## src/rtl/cnn_ctrl_pkg.sv

```systemverilog
// Shared types and instruction field helpers for the CNN layer sequencer.
// Opcode/state encodings and instruction field positions live here.
package cnn_ctrl_pkg;

  localparam int OPCODE_WIDTH = 4;
  localparam logic [OPCODE_WIDTH-1:0] HALT_OPCODE = 4'hF;

  typedef enum logic [OPCODE_WIDTH-1:0] {
    OP_FULLY_CONVOL = 4'h0,
    OP_POOLING      = 4'h1,
    OP_HALT         = HALT_OPCODE
  } opcode_e;

  typedef enum logic [2:0] {
    ST_IDLE   = 3'd0,
    ST_FETCH  = 3'd1,
    ST_START  = 3'd2,
    ST_RUN    = 3'd3,
    ST_DONE   = 3'd4,
    ST_HALTED = 3'd5
  } state_e;

  // The opcode occupies the top nibble; the write count sits directly below it.
  function automatic int opcode_msb(input int instr_width);
    return instr_width - 1;
  endfunction

  function automatic int count_msb(input int instr_width);
    return instr_width - 1 - OPCODE_WIDTH;
  endfunction

endpackage

```

## src/rtl/layer_sequencer_write_counter.sv

```systemverilog
// Loadable down-counter of remaining engine writes for the active layer.
// last flags the final outstanding write so the sequencer exits before wrapping.
module write_counter #(
  parameter int COUNT_WIDTH = 16
) (
  input  logic                   clk,
  input  logic                   rst,
  input  logic                   load,
  input  logic [COUNT_WIDTH-1:0] load_value,
  input  logic                   dec,
  output logic                   last
);

  logic [COUNT_WIDTH-1:0] remaining;

  // NOTE: sequential state is updated with non-blocking assignments only, so
  // every flop samples pre-edge values regardless of block ordering.
  always_ff @(posedge clk or posedge rst) begin
    if (rst) begin
      remaining <= '0;
    end else if (load) begin
      remaining <= load_value;
    end else if (dec && (remaining != '0)) begin
      remaining <= remaining - COUNT_WIDTH'(1);
    end
  end

  assign last = (remaining == COUNT_WIDTH'(1));

endmodule

```

## src/rtl/layer_sequencer.sv

```systemverilog
// Layer sequencer: fetches instructions, starts the selected engine and counts its writes.
// Optional macro PERF_COUNTER_EN adds the layer_cycles RUN-duration output.
module layer_sequencer
  import cnn_ctrl_pkg::*;
#(
  parameter int INSTRUCTION_WIDTH = 32,
  parameter int NUM_ENGINES       = 3,
  parameter int COUNT_WIDTH       = 16
) (
  input  logic                         clk,
  input  logic                         rst,
  input  logic                         start,
  input  logic [INSTRUCTION_WIDTH-1:0] instr_data,
  input  logic                         instr_valid,
  output logic                         instr_ready,
  input  logic [NUM_ENGINES-1:0]       ready_write,
  output logic [NUM_ENGINES-1:0]       engine_sel,
  output logic                         engine_start,
  output logic                         write_signal,
  output logic                         layer_done,
  output logic                         busy,
  output logic                         halted,
  output logic                         illegal_op
`ifdef PERF_COUNTER_EN
  ,
  output logic [31:0]                  layer_cycles
`endif
);

  localparam int OP_MSB  = opcode_msb(INSTRUCTION_WIDTH);
  localparam int CNT_MSB = count_msb(INSTRUCTION_WIDTH);

  localparam logic [2:0] S_IDLE   = ST_IDLE;
  localparam logic [2:0] S_FETCH  = ST_FETCH;
  localparam logic [2:0] S_START  = ST_START;
  localparam logic [2:0] S_RUN    = ST_RUN;
  localparam logic [2:0] S_DONE   = ST_DONE;
  localparam logic [2:0] S_HALTED = ST_HALTED;

  logic [2:0]              state;
  logic [2:0]              state_nxt;
  logic [OPCODE_WIDTH-1:0] opcode;
  logic [COUNT_WIDTH-1:0]  count;
  logic [OPCODE_WIDTH-1:0] engine_idx;
  logic                    accept;
  logic                    is_halt;
  logic                    is_engine_op;
  logic                    cnt_load;
  logic                    cnt_last;

  assign opcode       = instr_data[OP_MSB -: OPCODE_WIDTH];
  assign count        = instr_data[CNT_MSB -: COUNT_WIDTH];
  assign accept       = (state == S_FETCH) && instr_valid;
  assign is_halt      = (opcode == OP_HALT);
  assign is_engine_op = (opcode < OPCODE_WIDTH'(NUM_ENGINES));
  assign cnt_load     = accept && is_engine_op && (count != '0);

  always_comb begin
    // NOTE: defaulting every combinationally assigned signal first keeps all
    // paths assigned, so no latch can be inferred.
    state_nxt = state;
    case (state)
      S_IDLE: begin
        if (start) state_nxt = S_FETCH;
      end
      S_FETCH: begin
        if (instr_valid) begin
          if (is_halt)           state_nxt = S_HALTED;
          else if (!is_engine_op) state_nxt = S_HALTED;
          else if (count == '0)  state_nxt = S_DONE;
          else                   state_nxt = S_START;
        end
      end
      S_START:  state_nxt = S_RUN;
      S_RUN: begin
        if (write_signal && cnt_last) state_nxt = S_DONE;
      end
      S_DONE:   state_nxt = S_FETCH;
      S_HALTED: begin
        if (start) state_nxt = S_FETCH;
      end
      default:  state_nxt = S_IDLE;
    endcase
  end

  always_ff @(posedge clk or posedge rst) begin
    if (rst) begin
      state      <= S_IDLE;
      engine_idx <= '0;
      illegal_op <= 1'b0;
    end else begin
      state <= state_nxt;
      if (cnt_load) engine_idx <= opcode;
      if (accept && !is_halt && !is_engine_op) begin
        illegal_op <= 1'b1;
      end else if ((state == S_HALTED) && start) begin
        illegal_op <= 1'b0;
      end
    end
  end

  // Selection is decoded from the latched index so it stays stable from START through RUN.
  always_comb begin
    engine_sel = '0;
    if ((state == S_START) || (state == S_RUN)) begin
      engine_sel = NUM_ENGINES'(1) << engine_idx;
    end
  end

  assign write_signal = (state == S_RUN) && (|(ready_write & engine_sel));
  assign instr_ready  = (state == S_FETCH);
  assign engine_start = (state == S_START);
  assign layer_done   = (state == S_DONE);
  assign halted       = (state == S_HALTED);
  assign busy         = (state == S_FETCH) || (state == S_START) ||
                        (state == S_RUN)   || (state == S_DONE);

  write_counter #(
    .COUNT_WIDTH(COUNT_WIDTH)
  ) u_write_counter (
    .clk       (clk),
    .rst       (rst),
    .load      (cnt_load),
    .load_value(count),
    .dec       (write_signal),
    .last      (cnt_last)
  );

`ifdef PERF_COUNTER_EN
  logic [31:0] cycle_cnt;

  // Clearing in FETCH as well makes a zero-count layer report 0 cycles.
  always_ff @(posedge clk or posedge rst) begin
    if (rst) begin
      cycle_cnt    <= '0;
      layer_cycles <= '0;
    end else begin
      if ((state == S_FETCH) || (state == S_START)) begin
        cycle_cnt <= '0;
      end else if ((state == S_RUN) && (cycle_cnt != '1)) begin
        cycle_cnt <= cycle_cnt + 32'd1;
      end
      if (state == S_DONE) layer_cycles <= cycle_cnt;
    end
  end
`endif

endmodule

```

## config.mk

```make
export PLATFORM = sky130hd
export DESIGN_NAME = layer_sequencer
export DESIGN_NICKNAME = d
export VERILOG_FILES = /design/src/rtl/cnn_ctrl_pkg.sv /design/src/rtl/layer_sequencer_write_counter.sv /design/src/rtl/layer_sequencer.sv
export SDC_FILE = /design/constraint.sdc
export NUM_CORES = 1
export LEC_CHECK = 0
export CAP_MARGIN = 20
export CORE_MARGIN = 10
export CORE_UTILIZATION = 51
export DETAILED_ROUTE_END_ITERATION = 10
export HOLD_SLACK_MARGIN = 0.1
export PLACE_DENSITY_LB_ADDON = 0.08
export SYNTH_ARGS = -nofsm -noshare
export SYNTH_HDL_FRONTEND = slang
export SYNTH_SLANG_ARGS = --single-unit
```

## constraint.sdc

```tcl
create_clock -name clk -period 6.3 [get_ports clk]
set_input_delay 0.63 -clock clk [delete_from_list [all_inputs] [get_ports clk]]
set_output_delay 0.63 -clock clk [all_outputs]
set_load 0.01 [all_outputs]
```

==> results_dict.tcl <==
set metrics [dict create \
    core_mm2 0.003078 \
    netlist-cell-type-count 44 \
    ir_drop_v 0.0001766 \
    tightest_slew_ps 943.1 \
    synth_xor_xnor_area_share_pct 0.5323 \
    layout_common_cells "clkdlybuf4s50_1, dfrtp_1, nor2_1, nand2_1, nor3_1" \
    clkSinkCount 24 \
    diodes 0 \
    die_h_um 76.80 \
    die_w_um 76.80 \
    cp-start-kind "register" \
    avgSynthCellArea_um2 8.991 \
    p_comb_share_pct 42.1 \
    cts_tree "built" \
    dp_cells 255 \
    p_per_area_mw_per_mm2 351.9 \
    setup_viol 0 \
    slew-limit-headroom_pct 37.06 \
    ys_top_cells_by_area "dfrtp_1, a221o_1, mux2i_1" \
    regToRegEndpoint "u_write_counter.remaining[14]" \
    dp_hpwl_um 3343 \
    ctsLongestPathBuffers 2 \
    leakagePower_nw 0.8455 \
    synth.yosys.seq_area_share_pct 36.50 \
    die_area_mm2 0.005898 \
    synth-simple-area-share_pct 31.18 \
    synth_fa_ha_area_share_pct 2.281 \
    post-route-min-period_ps 2960 \
    reg2reg_depth 8 \
    nNetsFinal 258 \
    required_ps 5670 \
    rsz0062_at_grt "false" \
    layout.cells.non_filler 259 \
    port_buffers 36 \
    switching_share_pct 40.15 \
    outcome "completed" \
    seqPwrFrac_pct 41.9 \
    ys_ff_latch 24 \
    syn_nets 225 \
    min_path_type "register to register" \
    fmax_ghz 0.3378 \
    slew_violations 0 \
    vias_per_cell 6.336 \
    finClkSkew_ps 5.943 \
    p_clk_share_pct 16.0 \
    crit_end "write_signal" \
    rows 20 \
    final.setup.tns_ps 0 \
    synth_edf_count 0 \
    crit_start "state[2]" \
    cts-root-buf "clkbuf_4" \
    grt_pass1_vias 1519 \
    drive_above_1_share_pct 6.047 \
    path_class "register to output pin" \
    p_int_w 0.0004398 \
    antenna_found_initial 0 \
    maxCapViolations 0 \
    synthArstFlopShare_pct 100.0 \
    end_kind "output pin" \
    grt_overflow 0 \
    synth_area_mm2 0.001645 \
    area_growth_pct 26.92 \
    yosys_warnings 0 \
    grt_first_pass_wirelength_um 7452 \
    final_common_cell "clkdlybuf4s50_1" \
    yosysTopAreaCell "dfrtp_1" \
    crit_fanout 16 \
    r2r_setup_slack_ps 3560 \
    drt_pre_antenna_iters 4 \
    r2r-start "u_write_counter.remaining[0]" \
    htree_num_levels 1 \
    switching_power_w 0.0002950 \
    synth-compound-area-share_pct 18.56 \
    post_cts_buffers 0 \
    grt_max_degree 26 \
    cts_made_buffers 3 \
    synth_top_family_by_area "simple AND/OR/NAND/NOR gates" \
    track_usage_pct 14.77 \
    final_core_util_pct 67.85 \
    drc 0 \
    antenna_left 0 \
    globalplace.congestion 0.8562 \
    synth_flop_cell "dfrtp_1" \
    insertion_delay_ps 330 \
    io_pins 49 \
    cts_hold_buffers 0 \
    synthCells 183 \
    num_vias 1641 \
    synth_mux_area_share_pct 6.920 \
    n_fill_cell 284 \
    yosysTopAreaCellShare_pct 36.50 \
    critPathArrivalTime_ps 2330 \
    initial_utilization_pct 53.46 \
    post_drt_wl_per_cell_um 17.43 \
    drt_iter0_drc 182 \
    cts_resized 0 \
    hold_viol 0 \
    routed_wl_um 4514 \
    clk_pin_slew_ps 150 \
    fin_crit_sh_pct 46.99 \
]
power by group through the flow:
stage / Sequential, W / Clock, W / Combinational, W
finish: 0.000308 / 0.000117 / 0.000309
global route: 0.000319 / 0.000125 / 0.000340
CTS: 0.000304 / 0.000117 / 0.000309
detailed placement: 0.000307 / 0 / 0.000307
global placement: 0.000303 / 0 / 0.000299
floorplan: 0.000273 / 0 / 0.000234
cell type report:
| cell class | instances | area [um^2] | area share (%) |
|---|---|---|---|
| timing repair buffer | 38 | 379.1 | 18.15 |
| multi-input combinational | 143 | 978.4 | 46.85 |
| clock buffer | 3 | 22.52 | 1.078 |
| inverter | 6 | 22.52 | 1.078 |
| sequential | 24 | 600.6 | 28.76 |
| tap | 44 | 55.05 | 2.636 |
| clock inverter | 1 | 30.03 | 1.438 |
state kept, by name (all words and copies together), names as in the netlist:
name and flops:
state 3, illegal_op 1, u_write_counter.remaining 16, engine_idx 4
critical path: stages (launching register included):
cell             delay [ps]
dfrtp_1                 580
nor4b_2                 370
nand4b_1                230
nor2_1                  230
clkdlybuf4s50_1         580
cells in the mapped netlist, drive strengths merged, types with 3 or more instances:
cell,number
dfrtp,24
a32oi,3
a211o,6
mux2,3
or3,4
nor3,12
nor3b,3
buf,3
nor2,16
a221o,9
a21oi,4
nor4,11
nand3,4
inv,6
and2,4
ha,3
o21ai,7
nand2,16
mux2i,8
clkbuf,7
and3,6
logic make-up after synthesis:
group	Yosys count
AND/OR/NAND/NOR	90
AO/OA/AOI/OAI	38
flip-flops	24
buffers and inverters	16
multiplexers	11
adder cells (fa/ha/maj)	3
XOR/XNOR	1
through the flow:
step / worst slack [ps] / cell area (um^2) / total power, W / hold slack [ps]
6_report: 3340 / 2088 / 0.0007349 / 534.5
5_1_grt: 3214 / 2088 / 0.0007835 / 550.3
4_1_cts: 3358 / 2088 / 0.0007306 / 532.7
3_5_place_dp: 3410 / 2036 / 0.0006135 / 496.7
3_3_place_gp: 3143 / 2024 / 0.0006017 / 482.9
2_1_floorplan: 3941 / 1645 / 0.0005067 / 470.4
routing by layer:
layer	track usage, %	wire length [um]	up-vias
met5	0	0	-
met4	3.903	40	0
met3	3.380	303	5
met2	22.43	2046	72
met1	20.33	2123	797
li1	-	-	767
worst min-delay path by stage:
stage / start / to / slack [ps] / cells after the start
5_1_grt: u_write_counter.remaining[11] / u_write_counter.remaining[11] / 550 / 1
3_5_place_dp: u_write_counter.remaining[14] / u_write_counter.remaining[14] / 500 / 1
2_1_floorplan: u_write_counter.remaining[14] / u_write_counter.remaining[14] / 470 / 1
3_3_place_gp: illegal_op / illegal_op / 480 / 2
6_report: u_write_counter.remaining[14] / u_write_counter.remaining[14] / 530 / 1
4_1_cts: u_write_counter.remaining[14] / u_write_counter.remaining[14] / 530 / 1
No activity file was read; power rests on OpenSTA's default activity.
